--- config.mk ---
export PLATFORM = sky130hd
export DESIGN_NAME = pong_game_renderer_flat
export DESIGN_NICKNAME = d
export VERILOG_FILES = /design/src/rtl/pong_game_renderer_if.sv /design/src/rtl/pong_game_renderer.sv /design/src/flat_wrapper.sv
export SDC_FILE = /design/constraint.sdc
export NUM_CORES = 1
export LEC_CHECK = 0
export CAP_MARGIN = 20
export CORE_ASPECT_RATIO = 0.6
export CORE_MARGIN = 2
export CORE_UTILIZATION = 60
export CTS_CLUSTER_DIAMETER = 120
export DETAILED_ROUTE_END_ITERATION = 16
export PLACE_DENSITY = 0.83
export SLEW_MARGIN = 20
export SYNTH_ARGS = -nofsm -noshare
export SYNTH_HDL_FRONTEND = slang
export SYNTH_SLANG_ARGS = --single-unit
--- constraint.sdc ---
create_clock -name clk -period 6.1 [get_ports clk]
set_clock_uncertainty 0.1 [all_clocks]
set_input_delay 1.22 -clock clk [delete_from_list [all_inputs] [get_ports clk]]
set_output_delay 1.22 -clock clk [all_outputs]
set_load 0.02 [all_outputs]
--- src/rtl/pong_game_renderer_if.sv ---
// Pixel-stream interface between the VGA counter generator and the Pong renderer.
// Transfer rule: there is no valid/ready pair; the counters are a free-running
// stream, one pixel per clock, and every clock's counter_x/counter_y/in_display_area
// is consumed. Colour for that pixel appears one clock later on vga_r/g/b.
// The *Dbg signals expose the game state for observation only
// (stateDbg: 0 = SERVE, 1 = PLAY, 2 = GAMEOVER).
interface pong_game_renderer_if;
  logic [9:0] counter_x;
  logic [8:0] counter_y;
  logic       in_display_area;
  logic       l_up;
  logic       l_dn;
  logic       r_up;
  logic       r_dn;
  logic       start;
  logic       vga_r;
  logic       vga_g;
  logic       vga_b;
  logic [3:0] score_l;
  logic [3:0] score_r;
  logic       game_over;
  logic [1:0] stateDbg;
  logic [9:0] ballXDbg;
  logic [8:0] ballYDbg;
  logic [8:0] padLDbg;
  logic [8:0] padRDbg;

  // Counter/button source side (sync generator plus board buttons).
  modport master (
    output counter_x, counter_y, in_display_area, l_up, l_dn, r_up, r_dn, start,
    input  vga_r, vga_g, vga_b, score_l, score_r, game_over,
    input  stateDbg, ballXDbg, ballYDbg, padLDbg, padRDbg
  );

  // Renderer side.
  modport slave (
    input  counter_x, counter_y, in_display_area, l_up, l_dn, r_up, r_dn, start,
    output vga_r, vga_g, vga_b, score_l, score_r, game_over,
    output stateDbg, ballXDbg, ballYDbg, padLDbg, padRDbg
  );
endinterface

--- src/rtl/pong_game_renderer.sv ---
// pong_game_renderer: two-player Pong driven by the VGA pixel counters.
// Game state advances once per frame (counter_x==0, counter_y==480); colour is
// registered from the current counters with one clock of latency.
// Ball and paddle positions are top-left corners; ball is 8x8, paddles 8 wide.
// Optional feature: define PONG_AI_EN to make the right paddle follow the ball
// (r_up/r_dn are then ignored).
module pong_game_renderer #(
  parameter int PADDLE_H     = 64,
  parameter int PADDLE_SPEED = 4,
  parameter int BALL_SPEED   = 2,
  parameter int WIN_SCORE    = 9,
  parameter int SERVE_FRAMES = 60
) (
  input logic                 clk,
  input logic                 rst_n,
  pong_game_renderer_if.slave bus
);

  typedef enum logic [1:0] {
    SERVE    = 2'd0,
    PLAY     = 2'd1,
    GAMEOVER = 2'd2
  } state_t;

  localparam logic signed [10:0] PAD_MAX    = 11'(480 - PADDLE_H);
  localparam logic [8:0]         PAD_INIT   = 9'((480 - PADDLE_H) / 2);
  localparam logic signed [10:0] PAD_STEP   = 11'(PADDLE_SPEED);
  localparam logic signed [10:0] BALL_STEP  = 11'(BALL_SPEED);
  localparam logic [10:0]        PAD_SPAN   = 11'(PADDLE_H - 1);
  localparam logic [9:0]         BALL_X0    = 10'd316;
  localparam logic [8:0]         BALL_Y0    = 9'd236;
  localparam logic [15:0]        SERVE_LOAD = 16'(SERVE_FRAMES);
  localparam logic [3:0]         WIN        = 4'(WIN_SCORE);

  state_t      state;
  logic [15:0] serveCnt;
  logic [9:0]  ballX;
  logic [8:0]  ballY;
  logic        dxPos;
  logic        dyPos;
  logic [3:0]  scoreL;
  logic [3:0]  scoreR;
  logic        gameOver;
  logic [8:0]  padL;
  logic [8:0]  padR;
  logic [2:0]  rgb;

  logic               frameTick;
  logic signed [10:0] nxRaw;
  logic signed [10:0] nyRaw;
  logic [9:0]         nxNext;
  logic [8:0]         nyNext;
  logic               dyNext;
  logic               ovL;
  logic               ovR;
  logic               hitL;
  logic               hitR;
  logic               missL;
  logic               missR;
  logic [3:0]         scoreLInc;
  logic [3:0]         scoreRInc;
  logic               rUpEff;
  logic               rDnEff;
  logic [10:0]        cx;
  logic [10:0]        cy;
  logic               ballOn;
  logic               padOn;
  logic               netOn;

  assign frameTick = (bus.counter_x == 10'd0) && (bus.counter_y == 9'd480);

  // One paddle step with clamping; signed so a step above the top clamps instead of wrapping.
  function automatic logic [8:0] movePad(input logic [8:0] y, input logic up, input logic dn);
    logic signed [10:0] t;
    t = signed'({2'b00, y});
    if (up && !dn)      t = t - PAD_STEP;
    else if (dn && !up) t = t + PAD_STEP;
    if (t < 11'sd0)        t = 11'sd0;
    else if (t > PAD_MAX)  t = PAD_MAX;
    return t[8:0];
  endfunction

  // Candidate ball move for this frame plus wall, paddle and miss decisions on the new position.
  always_comb begin
    nxRaw  = signed'({1'b0, ballX}) + (dxPos ? BALL_STEP : -BALL_STEP);
    nyRaw  = signed'({2'b00, ballY}) + (dyPos ? BALL_STEP : -BALL_STEP);
    nyNext = nyRaw[8:0];
    dyNext = dyPos;
    if (nyRaw <= 11'sd0) begin
      nyNext = 9'd0;
      dyNext = 1'b1;
    end else if (nyRaw >= 11'sd472) begin
      nyNext = 9'd472;
      dyNext = 1'b0;
    end
    // Overlap uses the paddle positions held before this frame's paddle step.
    ovL = ({2'b00, nyNext} + 11'd7 >= {2'b00, padL}) && ({2'b00, nyNext} <= {2'b00, padL} + PAD_SPAN);
    ovR = ({2'b00, nyNext} + 11'd7 >= {2'b00, padR}) && ({2'b00, nyNext} <= {2'b00, padR} + PAD_SPAN);
    hitL  = !dxPos && (nxRaw <= 11'sd24) && ovL;
    hitR  = dxPos && (nxRaw >= 11'sd608) && ovR;
    missL = !dxPos && (nxRaw <= 11'sd0) && !hitL;
    missR = dxPos && (nxRaw >= 11'sd632) && !hitR;
    nxNext = hitL ? 10'd24 : (hitR ? 10'd608 : nxRaw[9:0]);
    scoreLInc = (scoreL == 4'hF) ? 4'hF : scoreL + 4'd1;
    scoreRInc = (scoreR == 4'hF) ? 4'hF : scoreR + 4'd1;
  end

`ifdef PONG_AI_EN
  logic [10:0] ballMid;
  logic [10:0] padMid;

  // Right paddle centre chases the ball centre outside a +-4 pixel dead band.
  always_comb begin
    ballMid = {2'b00, ballY} + 11'd4;
    padMid  = {2'b00, padR} + 11'(PADDLE_H / 2);
    rUpEff  = (ballMid + 11'd4) < padMid;
    rDnEff  = ballMid > (padMid + 11'd4);
  end
`else
  assign rUpEff = bus.r_up;
  assign rDnEff = bus.r_dn;
`endif

  // Game FSM: serve countdown, ball flight and scoring, game over; advances on frame ticks only.
  always_ff @(posedge clk or negedge rst_n) begin
    if (!rst_n) begin
      state    <= SERVE;
      serveCnt <= SERVE_LOAD;
      ballX    <= BALL_X0;
      ballY    <= BALL_Y0;
      dxPos    <= 1'b1;
      dyPos    <= 1'b1;
      scoreL   <= 4'd0;
      scoreR   <= 4'd0;
      gameOver <= 1'b0;
    end else if (frameTick) begin
      case (state)
        SERVE: begin
          ballX <= BALL_X0;
          ballY <= BALL_Y0;
          if (serveCnt <= 16'd1) begin
            serveCnt <= 16'd0;
            state    <= PLAY;
          end else begin
            serveCnt <= serveCnt - 16'd1;
          end
        end
        PLAY: begin
          dyPos <= dyNext;
          if (missL || missR) begin
            ballX    <= BALL_X0;
            ballY    <= BALL_Y0;
            serveCnt <= SERVE_LOAD;
            // Next serve heads toward the player who just conceded.
            dxPos    <= missR;
            if (missL) begin
              scoreR <= scoreRInc;
              if (scoreRInc >= WIN) begin
                state    <= GAMEOVER;
                gameOver <= 1'b1;
              end else begin
                state <= SERVE;
              end
            end else begin
              scoreL <= scoreLInc;
              if (scoreLInc >= WIN) begin
                state    <= GAMEOVER;
                gameOver <= 1'b1;
              end else begin
                state <= SERVE;
              end
            end
          end else begin
            ballX <= nxNext;
            ballY <= nyNext;
            if (hitL)      dxPos <= 1'b1;
            else if (hitR) dxPos <= 1'b0;
          end
        end
        GAMEOVER: begin
          if (bus.start) begin
            scoreL   <= 4'd0;
            scoreR   <= 4'd0;
            gameOver <= 1'b0;
            serveCnt <= SERVE_LOAD;
            ballX    <= BALL_X0;
            ballY    <= BALL_Y0;
            state    <= SERVE;
          end
        end
        default: state <= SERVE;
      endcase
    end
  end

  // Paddles step once per frame and stay frozen while the game is over.
  always_ff @(posedge clk or negedge rst_n) begin
    if (!rst_n) begin
      padL <= PAD_INIT;
      padR <= PAD_INIT;
    end else if (frameTick && (state != GAMEOVER)) begin
      padL <= movePad(padL, bus.l_up, bus.l_dn);
      padR <= movePad(padR, rUpEff, rDnEff);
    end
  end

  // Object hit tests for the pixel currently on the counters.
  always_comb begin
    cx     = {1'b0, bus.counter_x};
    cy     = {2'b00, bus.counter_y};
    ballOn = (state != GAMEOVER) &&
             (cx >= {1'b0, ballX}) && (cx <= {1'b0, ballX} + 11'd7) &&
             (cy >= {2'b00, ballY}) && (cy <= {2'b00, ballY} + 11'd7);
    padOn  = ((cx >= 11'd16) && (cx <= 11'd23) &&
              (cy >= {2'b00, padL}) && (cy <= {2'b00, padL} + PAD_SPAN)) ||
             ((cx >= 11'd616) && (cx <= 11'd623) &&
              (cy >= {2'b00, padR}) && (cy <= {2'b00, padR} + PAD_SPAN));
    netOn  = ((bus.counter_x == 10'd319) || (bus.counter_x == 10'd320)) && !bus.counter_y[4];
  end

  // Registered colour: ball and paddles white, dashed net green, blanking black.
  always_ff @(posedge clk or negedge rst_n) begin
    if (!rst_n)                    rgb <= 3'b000;
    else if (!bus.in_display_area) rgb <= 3'b000;
    else if (ballOn || padOn)      rgb <= 3'b111;
    else if (netOn)                rgb <= 3'b010;
    else                           rgb <= 3'b000;
  end

  assign bus.vga_r     = rgb[2];
  assign bus.vga_g     = rgb[1];
  assign bus.vga_b     = rgb[0];
  assign bus.score_l   = scoreL;
  assign bus.score_r   = scoreR;
  assign bus.game_over = gameOver;
  assign bus.stateDbg  = state;
  assign bus.ballXDbg  = ballX;
  assign bus.ballYDbg  = ballY;
  assign bus.padLDbg   = padL;
  assign bus.padRDbg   = padR;

endmodule
--- src/flat_wrapper.sv ---
// flat-port wrapper written by rule: the top's interface ports become plain ports
module pong_game_renderer_flat 
#(
  parameter int PADDLE_H     = 64,
  parameter int PADDLE_SPEED = 4,
  parameter int BALL_SPEED   = 2,
  parameter int WIN_SCORE    = 9,
  parameter int SERVE_FRAMES = 60
)
  (clk, rst_n, bus_counter_x, bus_counter_y, bus_in_display_area, bus_l_up, bus_l_dn, bus_r_up, bus_r_dn, bus_start, bus_vga_r, bus_vga_g, bus_vga_b, bus_score_l, bus_score_r, bus_game_over, bus_stateDbg, bus_ballXDbg, bus_ballYDbg, bus_padLDbg, bus_padRDbg);
  pong_game_renderer_if bus_i ();
  input logic clk;
  input logic rst_n;
  input wire logic [$bits(bus_i.counter_x)-1:0] bus_counter_x;
  input wire logic [$bits(bus_i.counter_y)-1:0] bus_counter_y;
  input wire logic [$bits(bus_i.in_display_area)-1:0] bus_in_display_area;
  input wire logic [$bits(bus_i.l_up)-1:0] bus_l_up;
  input wire logic [$bits(bus_i.l_dn)-1:0] bus_l_dn;
  input wire logic [$bits(bus_i.r_up)-1:0] bus_r_up;
  input wire logic [$bits(bus_i.r_dn)-1:0] bus_r_dn;
  input wire logic [$bits(bus_i.start)-1:0] bus_start;
  output wire logic [$bits(bus_i.vga_r)-1:0] bus_vga_r;
  output wire logic [$bits(bus_i.vga_g)-1:0] bus_vga_g;
  output wire logic [$bits(bus_i.vga_b)-1:0] bus_vga_b;
  output wire logic [$bits(bus_i.score_l)-1:0] bus_score_l;
  output wire logic [$bits(bus_i.score_r)-1:0] bus_score_r;
  output wire logic [$bits(bus_i.game_over)-1:0] bus_game_over;
  output wire logic [$bits(bus_i.stateDbg)-1:0] bus_stateDbg;
  output wire logic [$bits(bus_i.ballXDbg)-1:0] bus_ballXDbg;
  output wire logic [$bits(bus_i.ballYDbg)-1:0] bus_ballYDbg;
  output wire logic [$bits(bus_i.padLDbg)-1:0] bus_padLDbg;
  output wire logic [$bits(bus_i.padRDbg)-1:0] bus_padRDbg;
  assign bus_i.counter_x = bus_counter_x;
  assign bus_i.counter_y = bus_counter_y;
  assign bus_i.in_display_area = bus_in_display_area;
  assign bus_i.l_up = bus_l_up;
  assign bus_i.l_dn = bus_l_dn;
  assign bus_i.r_up = bus_r_up;
  assign bus_i.r_dn = bus_r_dn;
  assign bus_i.start = bus_start;
  assign bus_vga_r = bus_i.vga_r;
  assign bus_vga_g = bus_i.vga_g;
  assign bus_vga_b = bus_i.vga_b;
  assign bus_score_l = bus_i.score_l;
  assign bus_score_r = bus_i.score_r;
  assign bus_game_over = bus_i.game_over;
  assign bus_stateDbg = bus_i.stateDbg;
  assign bus_ballXDbg = bus_i.ballXDbg;
  assign bus_ballYDbg = bus_i.ballYDbg;
  assign bus_padLDbg = bus_i.padLDbg;
  assign bus_padRDbg = bus_i.padRDbg;
  pong_game_renderer #(.PADDLE_H(PADDLE_H), .PADDLE_SPEED(PADDLE_SPEED), .BALL_SPEED(BALL_SPEED), .WIN_SCORE(WIN_SCORE), .SERVE_FRAMES(SERVE_FRAMES)) u_core (.clk(clk), .rst_n(rst_n), .bus(bus_i));
endmodule
==> results.toml <==
[timing]
timing.final.crit_share_pct = 96.9
fmax_mhz = 169
finalMaxSlewViolations = 0
min_period_ns = 5.91
setup_violations = 0
fin_ws_ns = 0.188
slew_headroom_pct = 41.9
worst_pin_slew_ns = 0.864
finalHoldViolCount = 0

[worst_setup_path]
cp.arrival_ns = 6.04
reg2reg_depth = 24
reg2reg_to = "u_core.bus.stateDbg[1]"
cp-startpoint = "u_core.dyPos"
r2r_slack_ns = 0.19
cp_max_fo = 26
endpoint_kind = "flop"
reg2reg_from = "u_core.dyPos"
worst_setup_path_start_kind = "flop"
path_class = "flop to flop"
cp.required_ns = 6.23
cp-endpoint = "u_core.bus.stateDbg[1]"

[floorplan]
die-area_sq_um = 14600
pin_count = 78
initial_core_util_pct = 60.7
fp.dieW_um = 155
die_h_um = 94.5
rows = 33
fp.coreArea_sq_um = 13500

[detailed_routing]
viasPerCell = 6.51
drtPass1Iterations = 5
drt_iter0_drc = 864
remaining_drc_errors = 0
vias = 8119
ant_nets = 0
totalWireLength_um = 24500
wl_per_cell_um = 19.7

[global_routing]
antenna_found_initial = 0
track_usage_pct = 33.6
grt_pass1_vias = 7258
gr-total-overflow = 0
grt_max_degree = 64
grt_pass1_wl_um = 38800

[clock_network]
htreeDepth = 3
clk_pin_slew_worst_paths_ns = 0.06
root_buffer = "clkbuf_16"
clk_path_buf_depth = 2
cts_inserted_buffers = 9
hold_buffers = 0
numClockSinks = 63
cts_tree = "yes"
clk_latency_ns = 0.34

[cells_and_area]
drive_gt1_share_pct = 9.42
fin_area_sq_um = 9550
finalNetCount = 1225
area_delta_synth_final_pct = 16.6
fin_util_pct = 70.7
fin_cells = 1247
antenna_cells = 0

[worst_hold_path]
min_path_type = "flop to flop"

[power_and_ir_drop]
p_leak_nw = 3.96
power.density_nw_per_um2 = 117
peakVddDrop_v = 0.000111

[run_status]
status = "completed"

[logic_synthesis]
yosysWarnings = 0
synth.avg_cell_area_sq_um = 8.26
synth-seq-cells = 63
synthesis.area_sq_um = 8190
async_flop_share_pct = 100
synth_edf_count = 0
syn_inst = 992
ys_seq_area_share_pct = 19.6
synthFlopType = "dfrtp_1"
ys_types = 91

[flow_run]
timing.max_cap.violations = 0

[placed_design]
gp_congestion = 1.03
placed_cells_incl_taps = 1229
port_buffers = 72
pre_cts_slack_ns = 0.174
place_area_sq_um = 9130
hpwl_um = 18800
[worst min-delay path by stage]
stage                          to  depth (start not counted)               start
3_3_place_gp   u_core.serveCnt[4]                          2  u_core.serveCnt[4]
5_1_grt        u_core.serveCnt[4]                          2  u_core.serveCnt[4]
6_report       u_core.serveCnt[4]                          2  u_core.serveCnt[4]
3_5_place_dp   u_core.serveCnt[4]                          2  u_core.serveCnt[4]
2_1_floorplan  u_core.serveCnt[5]                          2  u_core.serveCnt[5]
4_1_cts        u_core.serveCnt[4]                          2  u_core.serveCnt[4]
[metal layers]
| metal | GRT usage, % | wire, um | share of wire, % |
|---|---|---|---|
| met1 | 51.4 | 12000 | 49 |
| met2 | 47.8 | 9880 | 40 |
| met3 | 7.57 | 2370 | 9.7 |
| met4 | 6.87 | 290 | 1.2 |
| met5 | 0 | 0 | 0 |
[power breakdown]
| group | leakage [nW] | switching, W | internal, W |
|---|---|---|---|
| clock network | 0.155 | 0.000224 | 0.000364 |
| logic | 3.08 | 0.0000648 | 0.0000498 |
| registers | 0.723 | 0.000000141 | 0.000419 |
[Yosys cell counts, drive strengths merged, types with 7 or more instances]
cell | count | share of area, %
nor3 | 35 | 2.1
a31oi | 25 | 2.0
o21a | 37 | 3.4
ha | 129 | 20
inv | 82 | 3.8
dfrtp | 41 | 13
a41oi | 7 | 0.84
nor2 | 63 | 2.9
o211ai | 11 | 1.1
and2 | 11 | 0.84
a21oi | 40 | 2.5
buf | 15 | 1.4
nand2 | 61 | 2.8
nor2b | 11 | 0.84
nand4 | 17 | 1.3
dfstp | 22 | 7.1
o22ai | 9 | 0.69
a21o | 17 | 1.6
nor4 | 18 | 1.4
o21ai | 62 | 3.8
clkbuf | 19 | 0.87
nand3 | 36 | 2.2
nand2b | 19 | 1.5
a211oi | 18 | 1.7
xnor2 | 44 | 4.8
a211o | 7 | 0.75
[what timing repair did]
action                                  4_1_cts  5_1_grt
setup buffers                                 0        2
endpoints found under the setup margin        0       38
resized for setup                             0       19
[stage by stage]
stage / setup TNS, ns / hold slack, ns / total power [W]
final: 0 / 0.396 / 0.00112
after global routing: -0.217 / 0.412 / 0.00116
after CTS: 0 / 0.396 / 0.00112
after detailed placement: 0 / 0.386 / 0.000538
after global placement: 0 / 0.382 / 0.000536
after floorplan: 0 / 0.369 / 0.000488
[final cells by class]
type                       count  area (sq um)
clock inverter                 7           104
fill                        1086          3950
sequential                    63          1600
tap                          175           219
clock buffer                   9           225
multi-input combinational    817          6180
timing repair buffer          94           903
inverter                      82           312
[layout by cell type (no fill, tap or decap), types with 7 or more instances in the layout]
| cell type | netlist | routed |
|---|---|---|
| a211o_1 | 7 | 7 |
| a211oi_1 | 17 | 17 |
| a21o_1 | 17 | 17 |
| a21oi_1 | 38 | 37 |
| a31oi_1 | 24 | 24 |
| and2_1 | 11 | 11 |
| buf_4 | 8 | 19 |
| clkbuf_16 | 0 | 9 |
| clkdlybuf4s50_1 | 0 | 71 |
| dfrtp_1 | 41 | 41 |
| dfstp_2 | 22 | 22 |
| ha_1 | 129 | 125 |
| inv_1 | 82 | 81 |
| nand2_1 | 61 | 61 |
| nand2b_1 | 19 | 19 |
| nand3_1 | 36 | 36 |
| nand4_1 | 17 | 17 |
| nor2_1 | 63 | 61 |
| nor2b_1 | 11 | 11 |
| nor3_1 | 35 | 35 |
| nor4_1 | 18 | 18 |
| o211ai_1 | 10 | 10 |
| o21a_1 | 37 | 37 |
| o21ai_0 | 57 | 55 |
| o22ai_1 | 9 | 9 |
| xnor2_1 | 43 | 42 |
[logic make-up after synthesis]
family          Yosys count  synth area share, %
compound gates          314                 28.2
xor+xnor                 50                 5.44
fa+ha+maj               131                 20.2
buf+inv                 116                 6.00
flops                    63                 19.6
mux                      11                 1.42
other cells               1               0.0458
simple gates            306                 19.1
[critical path: stages (launching register included)]
cell,delay (ns)
dfstp_2,0.61
clkinvlp_4,0.21
buf_2,0.23
ha_4,0.27
a21oi_2,0.20
nand2_1,0.10
or3_1,0.38
a21oi_1,0.20
nand3_1,0.13
o311a_4,0.36
nand2_1,0.13
ha_2,0.24
nand2_1,0.06
nand2_1,0.10
mux2i_2,0.29
ha_1,0.29
a2111oi_1,0.34
o21ai_1,0.15
o21a_1,0.15
o211a_1,0.17
a21oi_1,0.17
nand2_1,0.11
buf_12,0.19
a221oi_2,0.25
mux2_2,0.36
[registers in the layout, indices dropped and copies added (netlist names)]
| signal | flops |
|---|---|
| u_core.serveCnt | 16 |
| u_core.bus.game_over | 1 |
| u_core.bus.stateDbg | 2 |
| u_core.bus.padRDbg | 7 |
| u_core.rgb | 2 |
| u_core.bus.score_r | 4 |
| u_core.dxPos | 1 |
| u_core.bus.ballYDbg | 9 |
| u_core.bus.ballXDbg | 9 |
| u_core.dyPos | 1 |
| u_core.bus.padLDbg | 7 |
| u_core.bus.score_l | 4 |
No activity file was read; power rests on OpenSTA's default activity.
